`config.mk`:
```
export PLATFORM = sky130hd
export DESIGN_NAME = seg_scan_controller
export DESIGN_NICKNAME = d
export VERILOG_FILES = /design/src/rtl/seg_scan_controller.sv
export SDC_FILE = /design/constraint.sdc
export NUM_CORES = 1
export LEC_CHECK = 0
export CAP_MARGIN = 20
export CORE_ASPECT_RATIO = 0.5
export CORE_MARGIN = 5
export CORE_UTILIZATION = 45
export DETAILED_ROUTE_END_ITERATION = 7
export PLACE_DENSITY = 0.66
export SYNTH_ARGS = -nofsm -noshare
export SYNTH_HDL_FRONTEND = slang
export SYNTH_SLANG_ARGS = --single-unit
```
`constraint.sdc`:
```
create_clock -name clk -period 2.93 [get_ports clk]
set_input_delay 0.293 -clock clk [delete_from_list [all_inputs] [get_ports clk]]
set_output_delay 0.293 -clock clk [all_outputs]
set_load 0.005 [all_outputs]
```
`src/rtl/seg_scan_controller.sv`:
```
`default_nettype none
// ============================================================================
// Module   : seg_scan_controller
// Brief    : Multiplexed N-digit 7-segment scanner with guard interval,
//            leading-zero blanking and frame-synchronous double-buffered load.
// Revision : 1.0 - initial release
// ============================================================================
module seg_scan_controller #(
    parameter int N_DIGITS    = 6,
    parameter int DWELL       = 1000,
    parameter int GUARD       = 0,
    parameter bit SEG_ACT_LOW = 1'b0,
    parameter bit SEL_ACT_LOW = 1'b1
) (
    input  logic                    clk,
    input  logic                    reset,
    input  logic                    load,
    input  logic [4*N_DIGITS-1:0]   data,
    input  logic [N_DIGITS-1:0]     dp_in,
    input  logic                    lz_en,
    output logic [7:0]              seg,
    output logic [N_DIGITS-1:0]     seg_sel,
    output logic                    frame_tick
);

    localparam int c_CNT_MAX = (DWELL > GUARD) ? DWELL : GUARD;
    localparam int c_CW      = $clog2(c_CNT_MAX + 1);
    localparam int c_IW      = (N_DIGITS > 1) ? $clog2(N_DIGITS) : 1;
    localparam bit c_HAS_GUARD = (GUARD > 0);

    localparam logic [c_CW-1:0]     c_DWELL_END = c_CW'(DWELL - 1);
    localparam logic [c_CW-1:0]     c_GUARD_END = c_CW'((GUARD > 0) ? GUARD - 1 : 0);
    localparam logic [c_IW-1:0]     c_LAST_IDX  = c_IW'(N_DIGITS - 1);
    localparam logic [7:0]          c_SEG_OFF   = {8{SEG_ACT_LOW}};
    localparam logic [N_DIGITS-1:0] c_SEL_OFF   = {N_DIGITS{SEL_ACT_LOW}};

    typedef enum logic [0:0] {
        ST_SHOW  = 1'b0,
        ST_GUARD = 1'b1
    } state_t;

    state_t                 r_state;
    state_t                 w_state_nxt;
    logic [c_IW-1:0]        r_idx;
    logic [c_IW-1:0]        w_idx_nxt;
    logic [c_IW-1:0]        w_idx_wrap;
    logic [c_CW-1:0]        r_cnt;
    logic [c_CW-1:0]        w_cnt_nxt;
    logic                   w_boundary;
    logic                   r_frame_start;

    logic [4*N_DIGITS-1:0]  r_active_data;
    logic [N_DIGITS-1:0]    r_active_dp;
    logic [4*N_DIGITS-1:0]  r_pend_data;
    logic [N_DIGITS-1:0]    r_pend_dp;
    logic                   r_pend;

    logic [N_DIGITS-1:0]    w_zero_from;
    logic [3:0]             w_cur_nib;
    logic                   w_cur_dp;
    logic                   w_cur_zero;
    logic                   w_blank;
    logic [7:0]             w_seg_log;
    logic [N_DIGITS-1:0]    w_sel_log;

    function automatic logic [6:0] hex7(input logic [3:0] nib);
        logic [6:0] g;
        case (nib)
            4'h0: g = 7'h3F;
            4'h1: g = 7'h06;
            4'h2: g = 7'h5B;
            4'h3: g = 7'h4F;
            4'h4: g = 7'h66;
            4'h5: g = 7'h6D;
            4'h6: g = 7'h7D;
            4'h7: g = 7'h07;
            4'h8: g = 7'h7F;
            4'h9: g = 7'h6F;
            4'hA: g = 7'h77;
            4'hB: g = 7'h7C;
            4'hC: g = 7'h39;
            4'hD: g = 7'h5E;
            4'hE: g = 7'h79;
            default: g = 7'h71;
        endcase
        return g;
    endfunction

    // ------------------------------------------------------------------
    // Scan FSM
    // ------------------------------------------------------------------
    always_ff @(posedge clk) begin
        if (reset) begin
            r_state       <= ST_SHOW;
            r_idx         <= '0;
            r_cnt         <= '0;
            r_frame_start <= 1'b0;
        end else begin
            r_state       <= w_state_nxt;
            r_idx         <= w_idx_nxt;
            r_cnt         <= w_cnt_nxt;
            r_frame_start <= w_boundary;
        end
    end

    assign w_idx_wrap = (r_idx == c_LAST_IDX) ? '0 : r_idx + 1'b1;

    always_comb begin
        w_state_nxt = r_state;
        w_idx_nxt   = r_idx;
        w_cnt_nxt   = r_cnt + 1'b1;
        w_boundary  = 1'b0;
        case (r_state)
            ST_SHOW: begin
                if (r_cnt == c_DWELL_END) begin
                    w_cnt_nxt = '0;
                    if (c_HAS_GUARD) begin
                        w_state_nxt = ST_GUARD;
                    end else begin
                        w_idx_nxt  = w_idx_wrap;
                        w_boundary = (r_idx == c_LAST_IDX);
                    end
                end
            end
            ST_GUARD: begin
                if (r_cnt == c_GUARD_END) begin
                    w_cnt_nxt   = '0;
                    w_state_nxt = ST_SHOW;
                    w_idx_nxt   = w_idx_wrap;
                    w_boundary  = (r_idx == c_LAST_IDX);
                end
            end
            default: begin
                w_state_nxt = ST_SHOW;
                w_cnt_nxt   = '0;
            end
        endcase
    end

    // ------------------------------------------------------------------
    // Double buffer: the active copy only changes on a frame boundary
    // ------------------------------------------------------------------
    always_ff @(posedge clk) begin
        if (reset) begin
            r_active_data <= '0;
            r_active_dp   <= '0;
            r_pend_data   <= '0;
            r_pend_dp     <= '0;
            r_pend        <= 1'b0;
        end else if (w_boundary) begin
            r_pend <= 1'b0;
            if (load) begin
                r_active_data <= data;
                r_active_dp   <= dp_in;
            end else if (r_pend) begin
                r_active_data <= r_pend_data;
                r_active_dp   <= r_pend_dp;
            end
        end else if (load) begin
            r_pend_data <= data;
            r_pend_dp   <= dp_in;
            r_pend      <= 1'b1;
        end
    end

    // w_zero_from[i]: nibble i and every higher nibble are zero
    for (genvar gi = 0; gi < N_DIGITS; gi++) begin : g_zero_from
        assign w_zero_from[gi] = (r_active_data[4*N_DIGITS-1:4*gi] == '0);
    end

    always_comb begin
        w_cur_nib  = 4'h0;
        w_cur_dp   = 1'b0;
        w_cur_zero = 1'b0;
        w_sel_log  = '0;
        for (int i = 0; i < N_DIGITS; i++) begin
            if (r_idx == c_IW'(i)) begin
                w_cur_nib    = r_active_data[4*i +: 4];
                w_cur_dp     = r_active_dp[i];
                w_cur_zero   = w_zero_from[i];
                w_sel_log[i] = (r_state == ST_SHOW);
            end
        end
    end

    assign w_blank = lz_en && (r_idx != '0) && w_cur_zero;

    always_comb begin
        w_seg_log = 8'h00;
        if (r_state == ST_SHOW) begin
            w_seg_log = {w_cur_dp, (w_blank ? 7'h00 : hex7(w_cur_nib))};
        end
    end

    // ------------------------------------------------------------------
    // Output pins: one cycle behind the FSM, polarity applied here
    // ------------------------------------------------------------------
    always_ff @(posedge clk) begin
        if (reset) begin
            seg        <= c_SEG_OFF;
            seg_sel    <= c_SEL_OFF;
            frame_tick <= 1'b0;
        end else begin
            seg        <= w_seg_log ^ c_SEG_OFF;
            seg_sel    <= w_sel_log ^ c_SEL_OFF;
            frame_tick <= r_frame_start;
        end
    end

endmodule
`default_nettype wire
```
After elaboration in Yosys (flattened, before gate mapping)
Memory sizes are Yosys's and may differ from the RTL's. A register that Yosys moved wholly into a read port is not among the register bits. Cells that the tools add are included.

Bits in latches: 0. Logic and storage cells: 84. Input port bits: 34. Memories: 1. Bits in registers: 84. Memory bits (writable): 0. Bits in read-only memories: 112. Output and inout port bits: 15.

Memories: (name not given) (words 16, bits a word 7, read ports 1, clocked after memory_dff 1, wr ports 0, line 68) `case (nib)`.

$mul: 0. Shift operators: 0. Eq/ne operators: 8. Div/mod/pow operators: 0. Reduce and logical (&&, ||, !) cells: 19. $lt $le $gt $ge: 0. Bitwise operators: 3. Multiplexer cells: 39. Add/sub/neg operators: 2.

Operator list (count): 24-bit 2-to-1 mux (2); 24-bit logical NOT (1); 4-bit 2-to-1 mux (6); 1-bit 2-to-1 mux (21); 20-bit logical NOT (1); 10-bit 2-to-1 mux (2); 10-bit one-hot mux with 2 select lines (1); 16-bit logical NOT (1); 12-bit logical NOT (1); 6-bit 2-to-1 mux (2); 10-bit by 1-bit adder with 10-bit output, second input constant (1); 10-bit == test, second input constant (1); 10-bit logical NOT (1); 3-bit 2-to-1 mux (3); 8-bit logical NOT (1); 3-bit by 2-bit == test with 1-bit output, second input constant (2); 3-bit == test, second input constant (2); 6-bit NOT (1); 3-bit one-hot mux with 2 select lines (1); 2-bit AND reduction (3); 2-bit OR reduction (3); 4-bit logical NOT (1); 3-bit by 1-bit adder with 3-bit output, second input constant (1); 3-bit by 1-bit == test with 1-bit output, second input constant (1); 9 further kinds (11).

Logic depth before layout (Yosys ltp)
Depth in word-level cells: 9. Mapped depth: 13. Gate-level depth less buffers: 10.

Least setup slack after synthesis
Ideal clock, no wire load.

Kind: register -> register. Start: register r_idx[0]. End: register seg[3]. Setup slack: 0.511 ns. Stages on the path, launching flop included: 12. Arrival: 2.349 ns. Period minus slack after synthesis: 2.419 ns. Buffers on the path: 3. Required time: 2.860 ns. Setup time: 0.070 ns. Path through: dfxtp_1 buf_2 buf_2 and2_1 ha_1 clkbuf_1 nor2_1 a21oi_1 inv_1 ha_1 mux2_2 a21oi_1.

Cells in the longest elaborated chain, start to end: 9. Elaborated cells between the ends (all ways): 22. Classes of those cells: eq/ne: 5; mux: 12; reduce/logical: 5.

RTL lines: start: declaration (line 44) `logic [c_IW-1:0] r_idx;`; start signal: assignment (line 100) `r_idx <= w_idx_nxt;`; 3-bit logical NOT (line 177) `if (r_idx == c_IW'(i)) begin`; 1-bit 2-to-1 mux (6 in a row) (line 177); 1-bit logical AND (line 186) `assign w_blank = lz_en && (r_idx != '0) && w_cur_zero;`; 3-bit OR reduction (no line); end: declaration (line 21) `output logic [7:0] seg,`.

Several ways; a longest one is shown, not always the timed one. A chain may end at the register's enable or synchronous reset.

Worst setup path after layout
Start: register r_idx[2]. End: register seg[3].

Same word-level chain as after synthesis.

==> impl_results.md <==
* Status: finished, final reports clean
* Power Density at approximately 540 nW/um^2
* Reg clk slew, reported paths at around 0.060 ns
* Post-CTS Setup Bufs at 0
* DP Worst Slack at 0.376 ns
* Fin crit share at 0.877
* Routed via count at about 3200
* Die Y at between 70 and 80 microns
* First-pass GRT wire length at 15.2 mm
* DP Wirelength at ~6.3 mm
* Pin count of the biggest net entering global routing at 43
* Slew Viols, Final at 0
* Row cnt at 25
* CTS Hold Bufs at 0
* Total CTS buffers at 9
* Worst Tran Pin Value at 0.557 ns
* Initial core utilization at 0.459
* DR vias/cell at between 5 and 6
* Setup WS post-layout at ~0.36 ns
* Post-Route M1 WL at around 4.5 mm
* DR WL/cell at between 10 and 15 microns
* Crit-path slowest cell: dfxtp_1
* # DRC at 0
* DP Area at 4870 sq um
* # setup viols final at 0
* Part of the Yosys area used for sequential elements at 0.423
* Slowest stage delay, CP at ~0.56 ns
* Number of synthesized flops with an enable pin at 0
* Async set-reset flop share out of synthesis at 0
* Critical path endpoint category: register
* Most frequent cells in the layout: dfxtp_1, nor2_1, mux2i_1, clkdlybuf4s50_1, a211oi_2
* Hold WC Path Type: primary input to register
* PortBufs at 48
* Final WL at roughly 8.8 mm
* Layout cell share with drive strength beyond 1 at 0.143
* Clock root buffer: clkbuf_16
* Post-synth top area cell: dfxtp_1
* Core Area at approximately 9400 sq um
* I/O pin count at 49
* Final RePlAce weighted congestion at a little under 0.9
* Max cap viols at 0
* Final core occ at 0.556
* Synth top area share at 0.423
* Final hold violation count at 0
* Post_cts resized at 0
* RSZ-0062 raised after global routing: false
* Clk_skew at about 0.0055 ns
* Die area at around 12000 sq um
* Max Fclk at 389 MHz
* Die X at between 100 and 150 microns
* Max Used Layer: met4
* Crit path buffers/inverters at 2
* Total grt overflow at 0
* Crit path time final at roughly 2.6 ns
* Post-Syn Area per Cell at just under 10 sq um
* CP startpoint kind: register
* CTS max path bufs at 2
* Diodes inserted at 0
* Main area contributors after synthesis: dfxtp_1, mux2i_1, a211oi_2
* Design Area, Final at 5210 sq um
* Nets at 530
* Post-synthesis cell area at between 4000 and 5000 sq um
* Worst VDD drop at 0.272 mV
* All-Layer GR Usage at 0.160
* Synth Warn # at 0
* Clock latency on the worst-skew pair at 0.34 ns
* Vias in the first global route at around 3200
* Setup TNS at 0 ns
* # H-tree levels at 3
* Post-DRT Antenna Nets at 0
* Primary FF master, synth: dfxtp_1
* Crit path cell chain: inv_1 -> ha_1 -> nand3_1 -> o21ai_0 -> a21oi_1 -> inv_1 -> ha_1 -> mux2_2 -> a21oi_1
* CTS tree: yes
* Critical Path RT at between 3 and 4 ns
* Synth Instances at about 450
* Critical path peak fanout at 14
* Static Leak at 2.04 nW
* DRT Pass-1 Iters at 4
* Initial antenna violation count at 0
* DR WL met3 at about 380 microns
* Design Power at approximately 0.0028 W
* Distinct cells, synth at 46
* Layout Area Growth over Synthesis at 21.1%
* Commonest non-fill, non-tap cell in the layout: dfxtp_1
* Clk sinks at about 90
* Crit-path leading delay family: compound AO/OA/AOI/OAI gates
* Crit Path Class: register to register
* Yosys reg bits at 91
* Starting DRT DRC Count at between 150 and 200
* WL met2 at around 3.8 mm
* Max_slew headroom at 0.628
* Mapped Nets at 490
* Critical path arrival at between 2 and 3 ns
sequential cells by signal (all words and copies together), names as in the netlist, 3 cells and up:
| signal | cells |
|---|---|
| seg_sel | 6 |
| r_pend_dp | 6 |
| r_pend_data | 24 |
| r_idx | 3 |
| r_active_dp | 6 |
| seg | 8 |
| r_cnt | 10 |
| r_active_data | 24 |
cell usage after synthesis (2+ instances only):
cell	instances
and2_1	3
buf_2	5
nor2b_1	6
or2_2	3
buf_4	6
nand4_1	2
ha_1	10
mux2_2	2
xnor2_1	5
o21ai_0	6
nor3_1	5
a211oi_1	5
and3_1	2
dfxtp_1	91
mux2i_1	68
a211oi_2	31
buf_6	3
nor4_1	8
clkbuf_1	15
a21oi_1	10
nor2_1	86
o221a_2	4
nand3_1	12
xor2_1	4
o211a_1	2
nand2_1	18
inv_1	10
nand2b_1	6
worst paths after layout:
path | slack [ns] | cells after the start | from | end
max | 0.36 | 9 | r_idx[2]$_SDFFE_PP0P_ | seg[3]$_SDFF_PP0_
min | 0.26 | 3 | reset | seg_sel[5]$_SDFF_PP1_
max reg2reg | 0.36 | 9 | r_idx[2]$_SDFFE_PP0P_ | seg[3]$_SDFF_PP0_
min reg2reg | 0.44 | 1 | r_frame_start$_SDFF_PP0_ | frame_tick$_SDFF_PP0_
stage by stage:
stage | instances | hold slack, ns
global route | 612 | 0.263
CTS | 612 | 0.243
finish | 612 | 0.261
floorplan | 446 | 0.414
global placement | 596 | 0.420
detailed placement | 596 | 0.431
kinds of logic after synthesis:
kind of cell               count (synthesis)  share of synthesized area
AOI/OAI and AO/OA                         71                      0.157
xor gates and xnor gates                   9                     0.0183
adders and majority gates                 10                     0.0291
buffers and inverters                     40                     0.0468
DFF                                       91                      0.423
muxes                                     70                      0.163
and+or+nand+nor                          155                      0.163
final cells by class:
| class | count | area, sq um |
|---|---|---|
| clock buffer | 11 | 243 |
| clock inverter | 5 | 100 |
| fill | 860 | 4170 |
| inverter | 10 | 37.5 |
| multi-input combinational | 315 | 2290 |
| sequential | 91 | 1820 |
| tap | 121 | 151 |
| timing repair buffer | 59 | 566 |
tightest hold or removal path: cells and delay by family:
| kind | cells | cell delay [ns] |
|---|---|---|
| and+or+nand+nor | 2 | 0.16 |
| buffers and inverters | 1 | 0.12 |
power breakdown:
| part | total, W | leakage [nW] | switching, W | internal (W) |
|---|---|---|---|---|
| logic | 0.000207 | 1.13 | 0.000101 | 0.000106 |
| clock network | 0.00132 | 0.169 | 0.000467 | 0.000854 |
| registers | 0.00129 | 0.743 | 0.0000166 | 0.00127 |
| total | 0.00282 | 2.04 | 0.000584 | 0.00223 |
routing by layer:
layer | vias to the layer above | GRT usage
li1 | 1655 | -
met1 | 1519 | 0.220
met2 | 47 | 0.242
met3 | 10 | 0.0542
met4 | 0 | 0.0406
met5 | - | 0
(Power assumes the default switching activity.)
